`config.mk`:
```
export PLATFORM = sky130hd
export DESIGN_NAME = zigzag_block_sequencer_flat
export DESIGN_NICKNAME = d
export VERILOG_FILES = /design/src/rtl/zigzag_block_sequencer_if.sv /design/src/rtl/zigzag_block_sequencer.sv /design/src/flat_wrapper.sv
export SDC_FILE = /design/constraint.sdc
export NUM_CORES = 1
export LEC_CHECK = 0
export CORE_AREA = 2 2 258 260
export DETAILED_ROUTE_END_ITERATION = 8
export DIE_AREA = 0 0 260 262
export PLACE_DENSITY_LB_ADDON = 0.2
export SYNTH_ARGS = -nofsm -noshare
export SYNTH_HDL_FRONTEND = slang
export SYNTH_SLANG_ARGS = --single-unit
```
`constraint.sdc`:
```
create_clock -name clock -period 5.6 [get_ports clock]
set_input_delay 0.56 -clock clock [delete_from_list [all_inputs] [get_ports clock]]
set_output_delay 0.56 -clock clock [all_outputs]
set_load 0.01 [all_outputs]
```
`src/rtl/zigzag_block_sequencer_if.sv`:
```
// Handshake and data bundle between the zigzag block sequencer and its
// neighbours: block requests, zigzag buffer load/data, and the coefficient stream.
interface zigzag_block_sequencer_if #(
  parameter int unsigned DATA_WIDTH = 10,
  parameter int unsigned NUM_COEF   = 64
);
  localparam int unsigned IW = $clog2(NUM_COEF);

  logic                           blk_start_valid;
  logic                           blk_start_ready;
  logic                           buf_input_enable;
  logic [NUM_COEF*DATA_WIDTH-1:0] zz_pix_in;
  logic                           coef_valid;
  logic                           coef_ready;
  logic [DATA_WIDTH-1:0]          coef_data;
  logic [IW-1:0]                  coef_index;
  logic                           coef_last;
  logic                           busy;
  logic                           blk_done;

  modport slave (
    input  blk_start_valid, zz_pix_in, coef_ready,
    output blk_start_ready, buf_input_enable, coef_valid, coef_data,
           coef_index, coef_last, busy, blk_done
  );

  modport master (
    output blk_start_valid, zz_pix_in, coef_ready,
    input  blk_start_ready, buf_input_enable, coef_valid, coef_data,
           coef_index, coef_last, busy, blk_done
  );
endinterface

```
`src/rtl/zigzag_block_sequencer.sv`:
```
// Loads one 8x8 block into the zigzag buffer, waits out fill/reorder latency,
// snapshots the zigzag vector and streams it as NUM_COEF valid/ready beats.
module zigzag_block_sequencer #(
  parameter int unsigned DATA_WIDTH  = 10,
  parameter int unsigned NUM_COEF    = 64,
  parameter int unsigned LOAD_CYCLES = 11,
  parameter int unsigned ZZ_LATENCY  = 2
) (
  input  logic                    clock,
  input  logic                    reset_n,
  zigzag_block_sequencer_if.slave bus
);
  localparam int unsigned IW     = $clog2(NUM_COEF);
  localparam int unsigned SETTLE = LOAD_CYCLES + ZZ_LATENCY;
  localparam int unsigned CW     = $clog2(SETTLE + 1);

  typedef enum logic [1:0] {L_IDLE, L_RUN, L_HOLD} load_state_e;
  typedef enum logic       {D_IDLE, D_OUT}          drain_state_e;

  load_state_e                         load_q, load_d;
  drain_state_e                        drain_q, drain_d;
  logic [CW-1:0]                       settle_q, settle_d;
  logic [NUM_COEF-1:0][DATA_WIDTH-1:0] snap_q, snap_d;
  logic [IW-1:0]                       idx_q, idx_d;
  logic                                strobe_q, strobe_d;
  logic                                done_q, done_d;

  logic start_fire;
  logic beat_fire;
  logic last_fire;
  logic capture;

  always_ff @(posedge clock or negedge reset_n) begin
    if (!reset_n) begin
      load_q   <= L_IDLE;
      drain_q  <= D_IDLE;
      settle_q <= '0;
      snap_q   <= '0;
      idx_q    <= '0;
      strobe_q <= 1'b0;
      done_q   <= 1'b0;
    end else begin
      load_q   <= load_d;
      drain_q  <= drain_d;
      settle_q <= settle_d;
      snap_q   <= snap_d;
      idx_q    <= idx_d;
      strobe_q <= strobe_d;
      done_q   <= done_d;
    end
  end

  always_comb begin
    load_d   = load_q;
    drain_d  = drain_q;
    settle_d = settle_q;
    snap_d   = snap_q;
    idx_d    = idx_q;

    start_fire = (load_q == L_IDLE) && bus.blk_start_valid;
    beat_fire  = (drain_q == D_OUT) && bus.coef_ready;
    last_fire  = beat_fire && (idx_q == IW'(NUM_COEF - 1));
    // A held block may take over in the same edge that retires index 63.
    capture    = (load_q == L_HOLD) && ((drain_q == D_IDLE) || last_fire);

    strobe_d = start_fire;
    done_d   = last_fire;

    case (load_q)
      L_IDLE: begin
        if (start_fire) begin
          load_d   = L_RUN;
          settle_d = '0;
        end
      end
      L_RUN: begin
        if (settle_q == CW'(SETTLE - 1)) begin
          load_d = L_HOLD;
        end else begin
          settle_d = settle_q + 1'b1;
        end
      end
      L_HOLD: begin
        if (capture) begin
          load_d = L_IDLE;
        end
      end
      default: load_d = L_IDLE;
    endcase

    if (capture) begin
      snap_d  = bus.zz_pix_in;
      idx_d   = '0;
      drain_d = D_OUT;
    end else if (last_fire) begin
      drain_d = D_IDLE;
    end else if (beat_fire) begin
      idx_d = idx_q + 1'b1;
    end
  end

  // Coefficient k sits at the top of the vector, i.e. packed element NUM_COEF-1-k.
  always_comb begin
    bus.blk_start_ready  = (load_q == L_IDLE);
    bus.buf_input_enable = strobe_q;
    bus.coef_valid       = (drain_q == D_OUT);
    bus.coef_index       = idx_q;
    bus.coef_data        = snap_q[IW'(NUM_COEF - 1) - idx_q];
    bus.coef_last        = (drain_q == D_OUT) && (idx_q == IW'(NUM_COEF - 1));
    bus.busy             = (load_q != L_IDLE) || (drain_q != D_IDLE) || strobe_q;
    bus.blk_done         = done_q;
  end
endmodule
```
`src/flat_wrapper.sv`:
```
// flat-port wrapper written by rule: the top's interface ports become plain ports
module zigzag_block_sequencer_flat 
#(
  parameter int unsigned DATA_WIDTH  = 10,
  parameter int unsigned NUM_COEF    = 64,
  parameter int unsigned LOAD_CYCLES = 11,
  parameter int unsigned ZZ_LATENCY  = 2
)
  (clock, reset_n, bus_blk_start_valid, bus_zz_pix_in, bus_coef_ready, bus_blk_start_ready, bus_buf_input_enable, bus_coef_valid, bus_coef_data, bus_coef_index, bus_coef_last, bus_busy, bus_blk_done);
  zigzag_block_sequencer_if #(.DATA_WIDTH(DATA_WIDTH), .NUM_COEF(NUM_COEF)) bus_i ();
  input  logic clock;
  input  logic reset_n;
  input wire logic [$bits(bus_i.blk_start_valid)-1:0] bus_blk_start_valid;
  input wire logic [$bits(bus_i.zz_pix_in)-1:0] bus_zz_pix_in;
  input wire logic [$bits(bus_i.coef_ready)-1:0] bus_coef_ready;
  output wire logic [$bits(bus_i.blk_start_ready)-1:0] bus_blk_start_ready;
  output wire logic [$bits(bus_i.buf_input_enable)-1:0] bus_buf_input_enable;
  output wire logic [$bits(bus_i.coef_valid)-1:0] bus_coef_valid;
  output wire logic [$bits(bus_i.coef_data)-1:0] bus_coef_data;
  output wire logic [$bits(bus_i.coef_index)-1:0] bus_coef_index;
  output wire logic [$bits(bus_i.coef_last)-1:0] bus_coef_last;
  output wire logic [$bits(bus_i.busy)-1:0] bus_busy;
  output wire logic [$bits(bus_i.blk_done)-1:0] bus_blk_done;
  assign bus_i.blk_start_valid = bus_blk_start_valid;
  assign bus_i.zz_pix_in = bus_zz_pix_in;
  assign bus_i.coef_ready = bus_coef_ready;
  assign bus_blk_start_ready = bus_i.blk_start_ready;
  assign bus_buf_input_enable = bus_i.buf_input_enable;
  assign bus_coef_valid = bus_i.coef_valid;
  assign bus_coef_data = bus_i.coef_data;
  assign bus_coef_index = bus_i.coef_index;
  assign bus_coef_last = bus_i.coef_last;
  assign bus_busy = bus_i.busy;
  assign bus_blk_done = bus_i.blk_done;
  zigzag_block_sequencer #(.DATA_WIDTH(DATA_WIDTH), .NUM_COEF(NUM_COEF), .LOAD_CYCLES(LOAD_CYCLES), .ZZ_LATENCY(ZZ_LATENCY)) u_core (.clock(clock), .reset_n(reset_n), .bus(bus_i));
endmodule
```
==> results.yml <==
global_routing:
  grt.overflow.total: 0
  grt-busiest-layer: "met2"
  number_of_global_route_vias_before_repair: 20500
  global_route_met1_utilization_pct: 34.1
  global_route_wire_length_before_repair_um: 136000
  grt_util_met3_pct: 8.24
  grt_max_degree: 155
  global_route.usage.met2_pct: 45.8
  grt_antenna_before_repair: 36
  grt_util_all_layers_pct: 27.7
clock_network:
  cts.reportedPaths.clkPinSlew_ns: 0.06
  postCtsResizedCells: 0
  cts.repair_timing.setup_buffer_count: 0
  tritoncts_clock_tree: "built"
  cts.hold.buffers_added: 0
  clock_tree.root_cell: "clkbuf_16"
  maximum_count_of_clock_buffers_along_a_single_path: 3
  numClockSinks: 655
  clock_tree.htree_level_count: 3
  cts_made_buffers: 71
  insertion_delay_ns: 0.61
timing:
  final_min_period_over_clock_period_pct: 94.1
  setup-tns-final_ns: 0
  hold-worst-slack_ns: -0.0285
  max_clock_freq_ghz: 0.190
  skew_ns: 0.0172
  unrepaired_setup_endpoints_after_global_routing: "false"
  setup_ws_ns: 0.328
  final_period_minus_worst_setup_slack_ns: 5.27
  finalMaxSlewViolations: 0
  max_slew_margin_pct: 28.2
  setup_viol_count_final: 0
  timing_worst_slew_pin_value_ns: 1.08
  finalHoldViolCount: 12
routing:
  drtPass1Iterations: 5
  drt.antenna.violating_nets: 0
  detailroute.via_count: 19000
  detailedRoute.firstIterationViolations: 1296
  finalWirelength_um: 95500
  routedWlPerCell_um: 27.9
  dr_vias_cell: 5.54
  drc_errors: 0
worst_setup_path:
  worstPathCellList: "buf_12, mux4_2, a22o_1, o21ai_0, nand3_1, clkdlybuf4s50_1"
  worst_setup_path_start_kind: "flop"
  worst_ep_required_time_ns: 5.04
  critPathSlowestCell: "dfrtp_4"
  critical_path_arrival_ns: 4.71
  critPathMaxStageDelay_ns: 0.94
  top_delay_family_on_crit_path: "buffers and inverters"
  endpoint_kind: "output pin"
  worst_setup_path_type: "reg -> out"
  r2r_setup_slk_ns: 1.40
  timing.critical_path.to: "bus_coef_data[0]"
  critical_path.max_fanout: 59
  r2r-start: "u_core.bus.coef_index[0]$_DFFE_PN0P_"
  worstReg2RegEnd: "u_core.snap_q[204]$_DFFE_PN0N_"
  cp_num_cells: 6
  worst_setup_startpoint: "u_core.bus.coef_index[0]$_DFFE_PN0P_"
  ff2ff_path_depth: 9
  worstPathBufferInverterCount: 2
cells_and_area:
  nets: 3130
  post_route_cells_drive_above_1_share_pct: 37.2
  final_cell_count_no_fill: 3424
  area_delta_synth_final_pct: 31.9
  final_area_sq_um: 39300
floorplanning:
  io_pins: 666
  floorplan.die_area_sq_um: 68100
  num_rows: 94
  floorplan.die.height_um: 262
  die_width_um: 260
  placeableCoreArea_sq_um: 65300
  initial_core_utilization_pct: 45.7
status:
  failed_checks: "hold timing"
  run_status: "finished with violations"
place:
  postPlaceCellArea_sq_um: 36900
  io_buffers: 665
  post-place-cells: 3274
  preCtsSetupSlack_ns: 0.921
  gp_congestion: 0.866
  hpwlAfterDp_um: 71400
yosys:
  ff_latch_count_synth: 655
  synthesis.yosys.warnings: 0
  syn_inst: 1844
  ys_seq_area_share_pct: 54.9
  postSynth.topFlopCell: "dfrtp_1"
  syn_area_per_cell_sq_um: 16.2
  synthesis.area_sq_um: 29800
  ys_types: 43
  async_flop_share_pct: 100
  syn_nets: 2491
  synth-edff-count: 0
pwr:
  power_leakage_nw: 15.6
  vdd.ir_drop.worst_uv: 276
  pwr_density_cell_nw_per_um2: 381
flow_run:
  drv.max_cap_violation_count: 0
min_path:
  min_path_type: "in -> async"
[placed cells by master, fill, tap and decap left out, types with 4 or more instances in the layout]
cell type        count
a22o_1              20
a21oi_1             17
clkbuf_8            17
o21ai_0             13
mux4_2             135
nand3_1             10
o221ai_1            16
diode_2             22
a221o_1              5
clkbuf_16           73
a21o_1               4
buf_4               22
nand2_1             20
buf_12              14
nand3b_1             5
inv_6                4
a311oi_1             4
clkdlybuf4s50_1    664
clkbuf_1            17
a22oi_1             43
a211oi_1             5
nor2_1              16
nor2b_1              4
and2_1               5
o22ai_1              4
bufinv_16            5
mux2i_1             41
dfrtp_1            653
mux2_2             651
clkinv_2            10
[worst min path at each step]
| stage | startpoint | end | slack, ns | cells after the start |
|---|---|---|---|---|
| after floorplan | reset_n | u_core.bus.blk_done$_DFF_PN0_ | 0.26 | 0 |
| after global placement | u_core.snap_q[338]$_DFFE_PN0N_ | u_core.snap_q[338]$_DFFE_PN0N_ | 0.48 | 1 |
| after detailed placement | u_core.snap_q[178]$_DFFE_PN0N_ | u_core.snap_q[178]$_DFFE_PN0N_ | 0.49 | 1 |
| after CTS | reset_n | u_core.snap_q[393]$_DFFE_PN0N_ | 0.04 | 1 |
| after global routing | reset_n | u_core.snap_q[393]$_DFFE_PN0N_ | 0.06 | 1 |
| final | reset_n | u_core.snap_q[393]$_DFFE_PN0N_ | -0.03 | 1 |
[per-stage QoR]
step / power (mW) / util, %
final: 15.0 / 60.3
after global routing: 15.6 / 60.3
after CTS: 15.1 / 60.2
after detailed placement: 10.3 / 56.5
after global placement: 10.3 / 56.5
after floorplan: 8.08 / -
[cells in the mapped netlist (all sizes together) (2+ instances only)]
master	number	area [sq um]
a211oi	5	37.5
mux4	135	3040
o22ai	4	25.0
nand2	20	75.1
a221o	5	50.1
a21oi	18	101
ha	3	37.5
nor2	17	63.8
xor2	3	26.3
mux2	651	7330
o221ai	16	140
xnor2	2	17.5
nand2b	2	12.5
dfrtp	655	16400
nand3	10	50.1
a2111oi	4	35.0
and2	6	37.5
a311oi	4	35.0
and3	3	18.8
nor2b	6	37.5
a32oi	2	17.5
a22oi	43	323
clkbuf	28	105
nand3b	5	37.5
a21o	4	30.0
buf	107	1030
mux2i	41	410
inv	3	11.3
o21ai	13	65.1
a22o	20	175
[logic make-up after synthesis]
group | synth area share [%]
DFF | 54.9
and+or+nand+nor | 1.20
buffers and inverters | 3.87
AOI/OAI and AO/OA | 3.57
xor gates and xnor gates | 0.147
muxes | 36.1
adders and majority gates | 0.126
[worst register-to-register path, cell delays in order, from the launching register on]
cell     delay [ns]
dfrtp_4        0.94
buf_12         0.33
buf_4          0.36
ha_1           0.27
and3_1         0.23
nand2_1        0.12
a21oi_4        0.61
buf_12         0.33
buf_4          0.47
mux2_2         0.41
[registers in the layout, summed over array words and instances (netlist names)]
| name | count |
|---|---|
| u_core.bus.coef_valid | 1 |
| u_core.bus.buf_input_enable | 1 |
| u_core.bus.blk_done | 1 |
| u_core.load_q | 2 |
| u_core.settle_q | 4 |
| u_core.bus.coef_index | 6 |
| u_core.snap_q | 640 |
[metal layers]
metal  share of wire (%)  up-vias
met2                  50      669
li1                    -     8250
met1                  38     9817
met3                 7.6      188
met5                0.18        -
met4                 3.7       28
[cell type report]
class                      count  area [sq um]
timing repair buffer         701          7110
antenna                       22          55.1
clock inverter                21           250
inverter                       4          15.0
multi-input combinational   1050         12300
sequential                   655         16400
tap                          864          1080
clock buffer                 107          2120
fill                        4938         25900
[report_power, final]
group	switching [mW]	internal, mW
combinational	2.44	2.35
clock	1.92	2.86
sequential	0.407	5.01
Note: power is estimated with default switching activity, not from simulation.
